--- config.mk ---
export PLATFORM = sky130hd
export DESIGN_NAME = regfile_sb
export DESIGN_NICKNAME = d
export VERILOG_FILES = /design/src/rtl/cpu_pkg.sv /design/src/rtl/rf_scoreboard.sv /design/src/rtl/regfile_sb.sv
export SDC_FILE = /design/constraint.sdc
export NUM_CORES = 2
export LEC_CHECK = 0
export BUFFER_PORTS_ARGS = -buffer_cell sky130_fd_sc_hd__buf_2
export CORE_UTILIZATION = 62
export CTS_BUF_LIST = sky130_fd_sc_hd__clkbuf_2 sky130_fd_sc_hd__clkbuf_4 sky130_fd_sc_hd__clkbuf_8
export DETAILED_ROUTE_END_ITERATION = 8
export PLACE_DENSITY_LB_ADDON = 0.05
export SYNTH_ARGS = -nofsm -noshare
export SYNTH_HDL_FRONTEND = slang
export SYNTH_SLANG_ARGS = --single-unit
export TNS_END_PERCENT = 10
--- constraint.sdc ---
create_clock -name clk -period 75.7 [get_ports clk]
set_input_delay 22.71 -clock clk [delete_from_list [all_inputs] [get_ports clk]]
set_output_delay 22.71 -clock clk [all_outputs]
set_load 0.005 [all_outputs]
--- src/rtl/cpu_pkg.sv ---
// cpu_pkg
// Shared CPU-wide constants: default datapath/register-address widths and
// the index of the hard-wired zero register.
// No ports (package).
package cpu_pkg;

    localparam int DATA_W_DEF = 32;
    localparam int ADDR_W_DEF = 5;
    localparam int ZERO_REG   = 0;

endpackage

--- src/rtl/rf_scoreboard.sv ---
// rf_scoreboard
// Tracks which architectural registers have an outstanding producer
// (issued but not yet written back), plus a registered count of them.
//
// Ports:
//   clk, rst           clock, async active-high reset
//   we, wa             write-back enable/address (clears the busy bit)
//   iss, iss_rd        issue enable/destination (sets the busy bit)
//   flush              clears every busy bit
//   busy               one bit per register, bit 0 always 0
//   busy_cnt           popcount of busy, registered
module rf_scoreboard
    import cpu_pkg::*;
#(
    parameter int ADDR_W = ADDR_W_DEF
) (
    input  logic                    clk,
    input  logic                    rst,
    input  logic                    we,
    input  logic [ADDR_W-1:0]       wa,
    input  logic                    iss,
    input  logic [ADDR_W-1:0]       iss_rd,
    input  logic                    flush,
    output logic [(2**ADDR_W)-1:0]  busy,
    output logic [ADDR_W:0]         busy_cnt
);

    localparam int DEPTH = 2**ADDR_W;

    logic [DEPTH-1:0] busy_nxt;
    logic [ADDR_W:0]  cnt_nxt;

    // Next busy vector. The clear is applied before the set so that a new
    // producer issued in the same cycle as a write-back to the same register
    // keeps the register busy. Flush overrides both.
    always_comb begin
        busy_nxt = busy;
        if (flush) begin
            busy_nxt = '0;
        end else begin
            if (we && (wa != ADDR_W'(ZERO_REG)))
                busy_nxt[wa] = 1'b0;
            if (iss && (iss_rd != ADDR_W'(ZERO_REG)))
                busy_nxt[iss_rd] = 1'b1;
        end
        busy_nxt[ZERO_REG] = 1'b0;
    end

    // Count is recomputed from the next vector, so the registered count
    // always matches the registered busy bits.
    always_comb begin
        cnt_nxt = '0;
        for (int i = 0; i < DEPTH; i++)
            cnt_nxt = cnt_nxt + {{ADDR_W{1'b0}}, busy_nxt[i]};
    end

    // Busy state and count registers.
    always_ff @(posedge clk or posedge rst) begin
        if (rst) begin
            busy     <= '0;
            busy_cnt <= '0;
        end else begin
            busy     <= busy_nxt;
            busy_cnt <= cnt_nxt;
        end
    end

endmodule

--- src/rtl/regfile_sb.sv ---
// regfile_sb
// Multi-read-port register file with a scoreboard of pending producers.
// Register 0 reads as zero, ignores writes and is never busy.
//
// Ports:
//   clk, rst     clock, async active-high reset
//   we, wa, wd   write-back port
//   ra           NUM_RD packed read addresses, port k = ra[k*ADDR_W +: ADDR_W]
//   rd           NUM_RD packed read data,      port k = rd[k*DATA_W +: DATA_W]
//   rbusy        per-port "read register has outstanding producer"
//   iss, iss_rd  issuing instruction and its destination register
//   flush        clears all pending marks
//   busy_cnt     number of registers currently busy
//
// Build option: define REGFILE_SB_BYPASS_EN to forward same-cycle
// write-back data to matching read ports (and report them not busy).
module regfile_sb
    import cpu_pkg::*;
#(
    parameter int DATA_W = DATA_W_DEF,
    parameter int ADDR_W = ADDR_W_DEF,
    parameter int NUM_RD = 2
) (
    input  logic                     clk,
    input  logic                     rst,
    input  logic                     we,
    input  logic [ADDR_W-1:0]        wa,
    input  logic [DATA_W-1:0]        wd,
    input  logic [NUM_RD*ADDR_W-1:0] ra,
    output logic [NUM_RD*DATA_W-1:0] rd,
    output logic [NUM_RD-1:0]        rbusy,
    input  logic                     iss,
    input  logic [ADDR_W-1:0]        iss_rd,
    input  logic                     flush,
    output logic [ADDR_W:0]          busy_cnt
);

    localparam int DEPTH = 2**ADDR_W;

    logic [DATA_W-1:0] regs [DEPTH];
    logic [DEPTH-1:0]  busy;

    // Register array: whole array cleared on reset, register 0 never written.
    always_ff @(posedge clk or posedge rst) begin
        if (rst) begin
            for (int i = 0; i < DEPTH; i++)
                regs[i] <= '0;
        end else if (we && (wa != ADDR_W'(ZERO_REG))) begin
            regs[wa] <= wd;
        end
    end

    rf_scoreboard #(
        .ADDR_W   (ADDR_W)
    ) u_scoreboard (
        .clk      (clk),
        .rst      (rst),
        .we       (we),
        .wa       (wa),
        .iss      (iss),
        .iss_rd   (iss_rd),
        .flush    (flush),
        .busy     (busy),
        .busy_cnt (busy_cnt)
    );

    // Read ports. Outputs are forced to zero during reset so that a bypassed
    // write-back value cannot leak out while the file is being cleared.
    for (genvar k = 0; k < NUM_RD; k++) begin : g_rd
        logic [ADDR_W-1:0] addr;
        logic              is_zero;
        logic              hit;

        assign addr    = ra[k*ADDR_W +: ADDR_W];
        assign is_zero = (addr == ADDR_W'(ZERO_REG));
`ifdef REGFILE_SB_BYPASS_EN
        assign hit     = we && (wa == addr) && !is_zero;
`else
        assign hit     = 1'b0;
`endif
        assign rd[k*DATA_W +: DATA_W] = (rst || is_zero) ? '0 :
                                        hit              ? wd : regs[addr];
        assign rbusy[k] = !rst && !hit && busy[addr];
    end

endmodule

* After elaboration in Yosys (flattened, before gate mapping)
Cells that the tools add are included.
** Word-level totals
- Output and inout port bits :: 72
- Register bits :: 1061
** Cells by class
- Bitwise gates (word level) :: 6
- Reduce and logical (&&, ||, !) cells :: 14
- $lt $le $gt $ge :: 10
- Add/subtract/negate cells :: 30
- Muxes and demuxes :: 23
** Operators with widths (number)
- bitwise mux 1024 bit :: 1
- two-way mux 32 bit :: 11
- binary-select mux 32 bit (select 5 bit) :: 2
- adder 6 x 1 -> 6 bit :: 29
- demux 32 bit (select 5 bit) :: 1
- bitwise AND 32 bit :: 1
- NOT 32 bit :: 1
- bitwise OR 32 bit :: 1
- < comparator 5 x 6 -> 1 bit (second input constant) :: 4
- greater-or-equal comparator 6 bit (second input constant) :: 3
- NOT 5 -> 6 bit :: 3
- binary-select mux 1 bit (select 5 bit) :: 2
- demux 1 bit (select 5 bit) :: 2
- greater-or-equal comparator 5 x 1 -> 1 bit (second input constant) :: 2
- logical NOT 5 bit :: 2
- nonzero test 5 bit :: 2
- logical AND 1 bit :: 7
- < comparator 6 x 1 -> 1 bit (second input constant) :: 1
- two-way mux 1 bit :: 4
- adder 1 x 1 -> 2 bit :: 1
- logical OR 1 bit :: 2
- logical NOT 1 bit :: 1

* Depth between registers and ports, before layout
- Depth in word-level cells :: 41
- Depth in mapped cells :: 24
- Gate-level depth less buffers :: 22

* Cells and area by module
A second synthesis with hierarchy kept.
** Second synthesis, totals
- Cells, all modules :: 3963
- Area total of the unflattened synthesis :: 57906.8 sq um
** Modules (own cells, without submodules)
- regfile_sb :: area an instance 55403.1 sq um, times used 1, seq. area each 25624.6 sq um, cells an instance 3713
- rf_scoreboard :: area an instance 2503.7 sq um, times used 1, seq. area each 925.9 sq um, cells an instance 250

* Worst setup path before layout
OpenSTA, ideal clock, no wires.
- Path kind :: input to output
- From :: in rst
- To :: out rd[30]
- Stages on the path :: 8
- Arrival time :: 47.107 ns
- Buffers on the path :: 3
- Setup slack :: 5.883 ns
- Cells stage by stage :: clkbuf_1 > inv_1 > and3_1 > clkbuf_1 > clkbuf_1 > a22oi_1 > o211ai_1 > o21a_1
** On the way
- Word-level cells in the longest chain between the ends :: 2
** Ends and longest elaborated chain
- start, declared :: line regfile_sb.sv:25 : input logic rst,
- logical OR 1 bit :: line regfile_sb.sv:81 : assign rd[k*DATA_W +: DATA_W] = (rst || is_zero) ? '0 :
- two-way mux 32 bit :: line regfile_sb.sv:81
- end, declared :: line regfile_sb.sv:30 : output logic [NUM_RD*DATA_W-1:0] rd,
Every way passes these cells.

* Final worst setup path
- From :: in ra[7]
- To :: out rd[40]
** On the way
- Word-level cells in the longest chain between the ends :: 5
- Elaborated cells on any way between the ends :: 7
- Classes of those cells :: mux: 4; bitwise: 1; reduce/logical: 2
** Ends and longest elaborated chain
- start, declared :: line regfile_sb.sv:29 : input logic [NUM_RD*ADDR_W-1:0] ra,
- NOT 5 -> 6 bit (implied by the code) :: line regfile_sb.sv:82 : hit ? wd : regs[addr];
- binary-select mux 32 bit (select 5 bit) :: line regfile_sb.sv:82
- two-way mux 32 bit (implied by the code) (2 in a row) :: line regfile_sb.sv:82
- two-way mux 32 bit * :: line regfile_sb.sv:81
Mark *: on every way between the ends. The rest lies on a longest branch, timed or not. The select of a mux whose other input is x is not followed.

==> results.yml <==
placed_design:
  gp_congestion: 0.8605
  dp_hpwl_mm: 92.37
  preCtsSetupSlack_ps: 25650
  portBuffers: 128
  place_area_um2: 58940
timing:
  finalMaxSlewViolations: 0
  setup_ws_ps: 25620
  tns_ps: 0
  relSlewSlack_pct: 6.396
  fin_crit_ps: 50080
  final-setup-viol-count: 0
  fin_skew_ps: 10.10
  rsz0062_at_grt: "no"
  clock.fmax_ghz: 0.01997
  hold_viol: 0
  fin_crit_sh_pct: 66.15
  tightest_slew_ps: 1404
power:
  power.internal_uw: 1193
  power.total_uw: 1641
  power_density_nw_per_um2: 26.06
  p_sw_uw: 447.8
  leakage_uw: 0.02826
  p_comb_share_pct: 19.5
  pwr-share-clk_pct: 34.6
  ir_worst_vdd_v: 0.00001907
  switching_share_pct: 27.28
  p_seq_share_pct: 45.9
die:
  ios: 129
  die_y_um: 308.3
  fp.dieW_um: 308.3
  initial_core_util_pct: 62.99
  core_um2: 92360
  dieArea_um2: 95060
  rows: 111
global_routing:
  grt_use_total_pct: 36.91
  grt_pass1_wl_mm: 255.6
  grt_max_degree: 169
  grt_overflow: 0
  grt_pass1_vias: 38990
  antenna_found_initial: 9
setup_path:
  r2r_start: "u_scoreboard.busy[2]"
  required_ps: 52990
  critPathBufInv: 5
  startpoint_type: "input port"
  slowest_delay_ps: 870
  cp_top_family: "buffers and inverters"
  crit_chain: "buf_8 -> buf_4 -> buf_4 -> buf_4 -> mux4_2 -> mux2i_1 -> nor2_1 -> or4_1 -> buf_2"
  critPathSlowestCell: "buf_4"
  worst_setup_path_end_kind: "output pin"
  path_class: "in -> out"
  crit_top_cell: "buf_4"
  path_max_fanout: 75
  crit_start: "ra[7]"
  cp_data_arrival_time_ps: 27370
route:
  antenna_left: 0
  first_pass_iters: 6
  post_drt_wl_per_cell_um: 33.01
  vias_per_cell: 7.167
  drt_wl_total_mm: 170.9
  drc_errors: 0
  drtIter0Drc: 3958
  vias: 37100
layout:
  areaGrowthSynthToFinish_pct: 8.252
  fill_cells: 6307
  nets: 3870
  drive_above_1_share_pct: 50.55
  fin_area_um2: 62980
clocking:
  clkSinkCount: 1061
  cts_setup_buffers: 0
  htree_levels: 4
  cts_buffer_depth: 3
  cts_buffers: 179
  clk_pin_slew_ps: 60
  postCtsHoldBufs: 0
  cts-resized-gates: 0
  cts_root_buffer: "clkbuf_8"
  cts_tree: "built"
  clk_latency_ps: 840
synth:
  synthCells: 3820
  seq_area_frac_synth_pct: 45.64
  yosysTopAreaCell: "dfrtp_1"
  yosys-top-cells-count: "dfrtp_1, mux2_2, mux4_2"
  syn_area_per_cell_um2: 15.23
  synth_top_area_share_pct: 45.64
  synth_area_um2: 58180
  yosys_warnings: 0
  synth_area_leaders: "dfrtp_1, mux2_2, mux4_2"
  synthFlopType: "dfrtp_1"
  yosysMostFrequentCell: "dfrtp_1"
  yosysUniqueCellTypes: 56
  synth_nets: 3909
  synth-edff-count: 0
  ys_ff_latch: 1061
  synth-async-reset-ratio_pct: 100.0
hold_path:
  hold_path.class: "reg -> reg"
  hp-start: "regs[1016]"
outcome:
  status: "completed"
run:
  max-cap-violations: 0
metal layers:
metal	vias to the layer above	GRT usage (%)	part of all wire, %
met1	19990	50.41	40
li1	14680	-	-
met3	479	7.332	8.1
met5	-	0	0.0064
met4	2	16.38	4.5
met2	1954	57.95	48
worst paths after layout:
kind | end | slack [ps] | depth (start not counted)
worst max-delay path | rd[40] | 25620 | 9
worst min-delay path | regs[1016] | 390 | 0
worst max register to register | u_scoreboard.busy_cnt[4] | 70550 | 18
worst min register to register | regs[1016] | 390 | 0
max in group asynchronous | regs[87] | 50350 | 5
min in group asynchronous | u_scoreboard.busy[5] | 22060 | 2
area by class of cell:
class	count	area [um^2]	share of cell area [%]
diodes	7	17.52	0.02781
clock buffers	291	3661	5.813
clock inverters	36	362.8	0.5761
inverters	45	176.4	0.2801
multi-input cells	2290	29360	46.62
flip-flops and latches	1061	26550	42.16
well taps	1243	1555	2.469
repair buffers	204	1295	2.056
flip-flops by register name, summed over array words and instances (netlist names):
| name | cells |
|---|---|
| u_scoreboard.busy_cnt | 6 |
| regs | 1024 |
| u_scoreboard.busy | 31 |
placed cells by master, fill, tap and decap left out, types with 5 or more instances in the layout:
| master | netlist | final |
|---|---|---|
| a21o_1 | 22 | 22 |
| a21oi_1 | 41 | 41 |
| a22oi_1 | 79 | 79 |
| buf_2 | 110 | 121 |
| buf_4 | 24 | 75 |
| buf_8 | 1 | 5 |
| bufinv_16 | 0 | 6 |
| clkbuf_4 | 0 | 55 |
| clkbuf_8 | 26 | 236 |
| clkinv_2 | 0 | 21 |
| clkinvlp_4 | 0 | 5 |
| dfrtp_1 | 1061 | 1061 |
| diode_2 | 0 | 7 |
| fa_1 | 23 | 23 |
| ha_1 | 9 | 9 |
| inv_1 | 45 | 44 |
| mux2_2 | 993 | 993 |
| mux2i_1 | 227 | 227 |
| mux4_1 | 98 | 98 |
| mux4_2 | 400 | 400 |
| mux4_4 | 17 | 17 |
| nand2_1 | 74 | 58 |
| nand2_2 | 0 | 16 |
| nand2b_1 | 11 | 9 |
| nand3_1 | 25 | 25 |
| nand4b_1 | 5 | 5 |
| nor2_1 | 91 | 78 |
| nor2_4 | 0 | 13 |
| nor2b_1 | 9 | 8 |
| nor3_1 | 7 | 6 |
| o211ai_1 | 33 | 33 |
| o21a_1 | 33 | 33 |
| o21ai_0 | 15 | 15 |
| o221ai_1 | 10 | 10 |
| o22a_1 | 10 | 10 |
| or4_1 | 20 | 20 |
per-stage QoR:
stage,cells,utilization [%],hold slack [ps]
CTS,5170,68.17,395.2
finish,5177,68.19,394.3
global placement,4843,63.81,376.2
detailed placement,4843,63.81,381.6
floorplan,3820,-,438.5
global route,5175,68.19,405.2
power by group through the flow:
stage                     Clock, uW  Sequential, uW  Combinational (uW)
after floorplan                   0             730                 262
after global placement            0             746                 307
after detailed placement          0             758                 320
after CTS                       575             748                 321
after global routing            600             764                 342
final                           568             753                 320
logic make-up after synthesis:
family	Yosys count	share of synthesized area, %
xor+xnor	3	0.04517
fa+ha+maj	32	0.9850
flops	1061	45.64
mux	1738	43.83
simple gates	262	2.121
buf+inv	469	4.250
compound gates	255	3.138
No activity file was read; power rests on OpenSTA's default activity.
